## src/rtl/game_sequencer_if.sv

```systemverilog
// Board/RNG/spawn handshake bundle between the game sequencer (master)
// and the board datapath plus random source (slave).
interface game_sequencer_if #(
  parameter int BOARD_DIM = 4,
  parameter int TILE_W    = 4,
  parameter int LOC_W     = $clog2(BOARD_DIM * BOARD_DIM)
);
  logic              rng_req;
  logic              rng_valid;
  logic [LOC_W-1:0]  rng_location;
  logic              rng_four;
  logic              move_req;
  logic [3:0]        move_dir;
  logic              board_done;
  logic              board_changed;
  logic              movable;
  logic [LOC_W:0]    empty_count;
  logic [TILE_W-1:0] max_tile;
  logic              spawn_valid;
  logic [LOC_W-1:0]  spawn_location;
  logic [TILE_W-1:0] spawn_value;

  modport master (
    output rng_req, move_req, move_dir, spawn_valid, spawn_location, spawn_value,
    input  rng_valid, rng_location, rng_four, board_done, board_changed,
           movable, empty_count, max_tile
  );

  modport slave (
    input  rng_req, move_req, move_dir, spawn_valid, spawn_location, spawn_value,
    output rng_valid, rng_location, rng_four, board_done, board_changed,
           movable, empty_count, max_tile
  );
endinterface

```

## src/rtl/game_sequencer.sv

```systemverilog
// Top-level 2048 game sequencer: tile spawning, button-driven moves with
// timeout, win/lose detection. All outputs are registered.
module game_sequencer #(
  parameter int BOARD_DIM    = 4,
  parameter int TILE_W       = 4,
  parameter int INIT_TILES   = 2,
  parameter int WIN_EXP      = 11,
  parameter int MOVE_TIMEOUT = 255
) (
  input  logic                  clk,
  input  logic                  rst,
  input  logic                  start,
  input  logic [3:0]            button_press,
  game_sequencer_if.master      bus,
  output logic [2:0]            game_state,
  output logic [15:0]           move_count,
  output logic                  timeout_err
);
  localparam int LOC_W = $clog2(BOARD_DIM * BOARD_DIM);
  localparam int TMR_W = $clog2(MOVE_TIMEOUT + 1);

  typedef enum logic [2:0] {
    IDLE  = 3'd0,
    INIT  = 3'd1,
    CHECK = 3'd2,
    WAIT  = 3'd3,
    MOVE  = 3'd4,
    SPAWN = 3'd5,
    WON   = 3'd6,
    LOST  = 3'd7
  } state_t;

  state_t            state_r;
  logic [3:0]        btn_d1_r;
  logic [3:0]        btn_d2_r;
  logic [3:0]        edge_r;
  logic [3:0]        move_dir_r;
  logic [LOC_W:0]    spawn_cnt_r;
  logic [LOC_W:0]    spawn_target_s;
  logic [TMR_W-1:0]  timer_r;
  logic [15:0]       move_count_r;
  logic              won_latched_r;
  logic              timeout_err_r;
  logic              rng_req_r;
  logic              move_req_r;
  logic              spawn_valid_r;
  logic [LOC_W-1:0]  spawn_location_r;
  logic [TILE_W-1:0] spawn_value_r;

  function automatic logic is_onehot4(input logic [3:0] v);
    return (v != 4'd0) && ((v & (v - 4'd1)) == 4'd0);
  endfunction

  // Number of spawns the current spawning state must perform
  always_comb begin
    spawn_target_s = (LOC_W+1)'(1);
    if (state_r == INIT) begin
      spawn_target_s = (LOC_W+1)'(INIT_TILES);
    end else begin
      spawn_target_s = (LOC_W+1)'(1);
    end
  end

  // Game FSM, button edge pipeline and all registered outputs
  always_ff @(posedge clk) begin
    if (rst) begin
      state_r          <= IDLE;
      btn_d1_r         <= 4'd0;
      btn_d2_r         <= 4'd0;
      edge_r           <= 4'd0;
      move_dir_r       <= 4'd0;
      spawn_cnt_r      <= '0;
      timer_r          <= '0;
      move_count_r     <= 16'd0;
      won_latched_r    <= 1'b0;
      timeout_err_r    <= 1'b0;
      rng_req_r        <= 1'b0;
      move_req_r       <= 1'b0;
      spawn_valid_r    <= 1'b0;
      spawn_location_r <= '0;
      spawn_value_r    <= '0;
    end else begin
      btn_d1_r <= button_press;
      btn_d2_r <= btn_d1_r;
      edge_r   <= btn_d1_r & ~btn_d2_r;
      case (state_r)
        IDLE, LOST: begin
          if (start) begin
            state_r       <= INIT;
            spawn_cnt_r   <= '0;
            move_count_r  <= 16'd0;
            won_latched_r <= 1'b0;
            timeout_err_r <= 1'b0;
          end
        end
        // Phases: decide (no req, no pulse) -> request -> spawn pulse -> decide
        INIT, SPAWN: begin
          if (spawn_valid_r) begin
            spawn_valid_r <= 1'b0;
          end else if (rng_req_r) begin
            if (bus.rng_valid) begin
              rng_req_r        <= 1'b0;
              spawn_valid_r    <= 1'b1;
              spawn_location_r <= bus.rng_location;
              spawn_value_r    <= bus.rng_four ? TILE_W'(2) : TILE_W'(1);
              spawn_cnt_r      <= spawn_cnt_r + (LOC_W+1)'(1);
            end
          end else if ((spawn_cnt_r >= spawn_target_s) || (bus.empty_count == '0)) begin
            state_r <= CHECK;
          end else begin
            rng_req_r <= 1'b1;
          end
        end
        CHECK: begin
          if ((int'(bus.max_tile) >= WIN_EXP) && !won_latched_r) begin
            state_r <= WON;
          end else if (!bus.movable) begin
            state_r <= LOST;
          end else begin
            state_r <= WAIT;
          end
        end
        WAIT: begin
          if (is_onehot4(edge_r)) begin
            state_r    <= MOVE;
            move_req_r <= 1'b1;
            move_dir_r <= edge_r;
            timer_r    <= '0;
          end
        end
        MOVE: begin
          if (bus.board_done) begin
            move_req_r <= 1'b0;
            move_dir_r <= 4'd0;
            if (bus.board_changed) begin
              state_r     <= SPAWN;
              spawn_cnt_r <= '0;
              if (move_count_r != 16'hFFFF) begin
                move_count_r <= move_count_r + 16'd1;
              end
            end else begin
              state_r <= WAIT;
            end
          end else if (timer_r == TMR_W'(MOVE_TIMEOUT - 1)) begin
            timeout_err_r <= 1'b1;
            move_req_r    <= 1'b0;
            move_dir_r    <= 4'd0;
            state_r       <= WAIT;
          end else begin
            timer_r <= timer_r + TMR_W'(1);
          end
        end
        WON: begin
          if (start) begin
            won_latched_r <= 1'b1;
            state_r       <= WAIT;
          end
        end
        default: state_r <= IDLE;
      endcase
    end
  end

  assign bus.rng_req        = rng_req_r;
  assign bus.move_req       = move_req_r;
  assign bus.move_dir       = move_dir_r;
  assign bus.spawn_valid    = spawn_valid_r;
  assign bus.spawn_location = spawn_location_r;
  assign bus.spawn_value    = spawn_value_r;
  assign game_state         = state_r;
  assign move_count         = move_count_r;
  assign timeout_err        = timeout_err_r;
endmodule

```

## src/flat_wrapper.sv

```systemverilog
// flat-port wrapper written by rule: the top's interface ports become plain ports
module game_sequencer_flat 
#(
  parameter int BOARD_DIM    = 4,
  parameter int TILE_W       = 4,
  parameter int INIT_TILES   = 2,
  parameter int WIN_EXP      = 11,
  parameter int MOVE_TIMEOUT = 255
)
  (clk, rst, start, button_press, game_state, move_count, timeout_err, bus_rng_req, bus_move_req, bus_move_dir, bus_spawn_valid, bus_spawn_location, bus_spawn_value, bus_rng_valid, bus_rng_location, bus_rng_four, bus_board_done, bus_board_changed, bus_movable, bus_empty_count, bus_max_tile);
  game_sequencer_if #(.BOARD_DIM(BOARD_DIM), .TILE_W(TILE_W)) bus_i ();
  input  logic clk;
  input  logic rst;
  input  logic start;
  input  logic [3:0] button_press;
  output logic [2:0] game_state;
  output logic [15:0] move_count;
  output logic timeout_err;
  output wire logic [$bits(bus_i.rng_req)-1:0] bus_rng_req;
  output wire logic [$bits(bus_i.move_req)-1:0] bus_move_req;
  output wire logic [$bits(bus_i.move_dir)-1:0] bus_move_dir;
  output wire logic [$bits(bus_i.spawn_valid)-1:0] bus_spawn_valid;
  output wire logic [$bits(bus_i.spawn_location)-1:0] bus_spawn_location;
  output wire logic [$bits(bus_i.spawn_value)-1:0] bus_spawn_value;
  input wire logic [$bits(bus_i.rng_valid)-1:0] bus_rng_valid;
  input wire logic [$bits(bus_i.rng_location)-1:0] bus_rng_location;
  input wire logic [$bits(bus_i.rng_four)-1:0] bus_rng_four;
  input wire logic [$bits(bus_i.board_done)-1:0] bus_board_done;
  input wire logic [$bits(bus_i.board_changed)-1:0] bus_board_changed;
  input wire logic [$bits(bus_i.movable)-1:0] bus_movable;
  input wire logic [$bits(bus_i.empty_count)-1:0] bus_empty_count;
  input wire logic [$bits(bus_i.max_tile)-1:0] bus_max_tile;
  assign bus_rng_req = bus_i.rng_req;
  assign bus_move_req = bus_i.move_req;
  assign bus_move_dir = bus_i.move_dir;
  assign bus_spawn_valid = bus_i.spawn_valid;
  assign bus_spawn_location = bus_i.spawn_location;
  assign bus_spawn_value = bus_i.spawn_value;
  assign bus_i.rng_valid = bus_rng_valid;
  assign bus_i.rng_location = bus_rng_location;
  assign bus_i.rng_four = bus_rng_four;
  assign bus_i.board_done = bus_board_done;
  assign bus_i.board_changed = bus_board_changed;
  assign bus_i.movable = bus_movable;
  assign bus_i.empty_count = bus_empty_count;
  assign bus_i.max_tile = bus_max_tile;
  game_sequencer #(.BOARD_DIM(BOARD_DIM), .TILE_W(TILE_W), .INIT_TILES(INIT_TILES), .WIN_EXP(WIN_EXP), .MOVE_TIMEOUT(MOVE_TIMEOUT)) u_core (.clk(clk), .rst(rst), .start(start), .button_press(button_press), .bus(bus_i), .game_state(game_state), .move_count(move_count), .timeout_err(timeout_err));
endmodule
```

## config.mk

```make
export PLATFORM = sky130hd
export DESIGN_NAME = game_sequencer_flat
export DESIGN_NICKNAME = d
export VERILOG_FILES = /design/src/rtl/game_sequencer_if.sv /design/src/rtl/game_sequencer.sv /design/src/flat_wrapper.sv
export SDC_FILE = /design/constraint.sdc
export NUM_CORES = 1
export LEC_CHECK = 0
export BUFFER_PORTS_ARGS = -buffer_cell sky130_fd_sc_hd__buf_4
export CAP_MARGIN = 20
export CORE_ASPECT_RATIO = 1.4
export CORE_MARGIN = 1.5
export CORE_UTILIZATION = 30
export DETAILED_ROUTE_END_ITERATION = 6
export SLEW_MARGIN = 30
export SYNTH_ARGS = -nofsm -noshare
export SYNTH_HDL_FRONTEND = slang
export SYNTH_SLANG_ARGS = --single-unit
```

## constraint.sdc

```tcl
create_clock -name clk -period 6.2 [get_ports clk]
set_input_delay 0.62 -clock clk [delete_from_list [all_inputs] [get_ports clk]]
set_output_delay 0.62 -clock clk [all_outputs]
set_load 0.01 [all_outputs]
```

==> impl_results.md <==
- Gpl congestion: 0.794
- DRC: 0
- Cts hold-fix bufs: 0
- Number of diodes: 0
- Fillers: roughly 940
- Clock Root Buffer: clkbuf_16
- Leak pwr: roughly 1.5 nW
- Number of synthesized flops with an enable pin: 0
- Synth cell count leaders: dfxtp_1 (59), nor2_1 (30), a21oi_1 (28), o21ai_0 (18)
- Syn Inst Count: 319
- Max FO, Critical Path: 19
- Largest net degree at the start of global routing: 39
- Final-report hold violation count: 0
- Yosys warning count: 0
- Commonest register cell after synthesis: dfxtp_1
- Most common cell in the netlist: dfxtp_1
- Starting Density: 0.308
- Slew Limit Headroom: 0.515
- Final Power: about 1.3 mW
- Most used cell, CP: a21oi_1
- CTS Sinks: a little under 60
- Core footprint: ~0.0090 mm²
- Clock Path Buffers: 2
- Die Ht: about 120 µm
- Top Ports: 60
- Clk_lat worst skew: ~0.32 ns
- # resized after CTS: 0
- Initial antenna violation count: 0
- Post-CTS Setup Repair Bufs: 0
- Total negative slack: 0 ns
- Avg WL per Cell: ~13 µm
- Clock skew: about 0.0056 ns
- Kind of critical path: reg -> reg
- CP Capture Type: register
- CTS tree: built
- Crit path time final: 2.66 ns
- Final period util: 0.430
- Yosys top cell area share: 0.424
- Unrepaired setup endpoints after global routing: false
- ANT nets after route: 0
- CP Cell Sequence: nor2b_1, nand2b_1, ha_1, or4_1, a21oi_1, a21o_1, a21oi_1, mux2_1
- Clock network power share: 0.424
- Crit-path max cell delay: roughly 0.67 ns
- Hold WC Path Type: reg -> reg
- Max_cap viols: 0
- NumNets Final: between 400 and 500
- Global-route wire length before repair: around 11000 µm
- Detailed-route via count: between 2000 and 2500
- Combinational power share: 0.234
- Ranking of synthesized cells by area: dfxtp_1 (42%), a21oi_1 (5.0%), nor2_1 (4.0%)
- CP required: approximately 6.4 ns
- Flop and latch count out of synthesis: between 50 and 60
- Startpoint types: register
- Final wirelength: between 6000 and 7000 µm
- Switching Share: 0.292
- Distinct cells, synth: 55
- Worst Tran Pin Value: roughly 0.73 ns
- Mapped cell area: 0.00278 mm²
- Worst VDD drop: ~240 µV
- # rows: just over 40
- Seq pwr share: 0.342
- Final count of negative-setup-slack endpoints: 0
- Pre-antenna DRT Iters: 4
- Total track usage: 0.137
- I/O Buffers: 57
- Layout cells sized above 1: 0.211
- P_int: ~950 µW
- Post-detail-place hpwl: 4710 µm
- Yosys top cell by area: dfxtp_1
- Fin. max-slew vios: 0
- Die area: 0.00987 mm²
- Area Growth Syn to Fin: 30.4%
- Vias per cell: 5.09
- Die W: 84.4 µm
- CP max-delay cell: dfxtp_1
- Avg Inst Size Synth: 8.72 µm²
- Vias in the first global route: around 2300
- TritonCTS Buffers: 9
- Pwr dens: between 300 and 400 mW/mm²
- Post-synth ARST share: 0
- Crit path DAT: around 2.9 ns
- Starting DRC count in detailed routing: 78
- Fmax: about 380 MHz
- Remaining Overflow, GRT: 0
- Status: complete, no violations
- Psw: ~390 µW
- Sequential fraction of the synthesis area: 0.424
- Worst-path clk slew: around 0.050 ns
- H-Tree Depth: 3
[critical path, delay by kind of cell (launching register included)]
| family | cells | cell delay (ns) |
|---|---|---|
| adders and majority gates | 1 | 0.19 |
| DFF | 1 | 0.67 |
| AOI/OAI and AO/OA | 3 | 0.42 |
| and+or+nand+nor | 3 | 0.95 |
| muxes | 1 | 0.32 |
[logic make-up after synthesis]
logic type | count (synthesis) | synth area share
AND/OR/NAND/NOR | 141 | 0.288
AO/OA/AOI/OAI | 74 | 0.165
flip-flops | 59 | 0.424
buffers and inverters | 19 | 0.0306
XOR/XNOR | 11 | 0.0346
multiplexers | 8 | 0.0292
adder cells (fa/ha/maj) | 6 | 0.0270
other | 1 | 0.00135
[registers in the layout, summed over array words and instances, names as in the netlist]
name	cells
u_core.timeout_err	1
u_core.move_count	16
u_core.btn_d1_r	4
u_core.edge_r	4
u_core.bus.rng_req	1
u_core.bus.move_dir	4
u_core.won_latched_r	1
u_core.btn_d2_r	4
u_core.bus.move_req	1
u_core.bus.spawn_valid	1
u_core.game_state	3
u_core.bus.spawn_location	4
u_core.timer_r	8
u_core.spawn_cnt_r	5
u_core.bus.spawn_value	2
[final timing paths]
path,from,to,slack (ns),cells past startpoint
max,u_core.game_state[0],u_core.game_state[2],3.54,8
max reg2reg,u_core.game_state[0],u_core.game_state[2],3.54,8
min reg2reg,u_core.btn_d2_r[0],u_core.edge_r[0],0.38,1
min,u_core.btn_d2_r[0],u_core.edge_r[0],0.38,1
[area by class of cell]
cell class,count,area [µm²],area share
clock buffers,11,243,0.0669
well taps,107,134,0.0369
multi-input cells,242,1520,0.419
inverters,6,22.5,0.00621
repair buffers,57,428,0.118
flip-flops and latches,59,1180,0.326
clock inverters,5,100,0.0276
[per-stage QoR]
step | setup WS (ns) | instances | hold slack, ns | cell area [µm²] | util
after CTS | 3.51 | 487 | 0.379 | 3630 | 0.402
final | 3.54 | 487 | 0.378 | 3630 | 0.402
after detailed placement | 3.53 | 471 | 0.372 | 3290 | 0.364
after global routing | 3.29 | 487 | 0.395 | 3630 | 0.402
after floorplan | 3.95 | 320 | 0.367 | 2790 | -
after global placement | 3.62 | 471 | 0.372 | 3290 | 0.364
[layout by cell type (no fill, tap or decap), types with 10 or more instances in the layout]
cell	instances
nand3_1	16
nor2_1	30
a21oi_1	28
nand2_1	15
o21ai_0	18
dfxtp_1	59
nor2b_1	15
nand2b_1	10
buf_4	57
or3_1	16
[routing by layer]
metal	wire, µm	global-route usage	vias up
met4	100	0.0634	0
met3	376	0.0449	10
li1	-	-	1266
met2	3200	0.243	54
met5	0	0	-
met1	2770	0.150	1147
[power groups by stage]
stage,logic (mW),clock network [mW],registers [mW]
3_5_place_dp,0.315,0,0.466
3_3_place_gp,0.310,0,0.462
4_1_cts,0.318,0.580,0.458
5_1_grt,0.350,0.602,0.464
2_1_floorplan,0.242,0,0.446
6_report,0.313,0.568,0.458
Power figures use the tool's default switching activity.
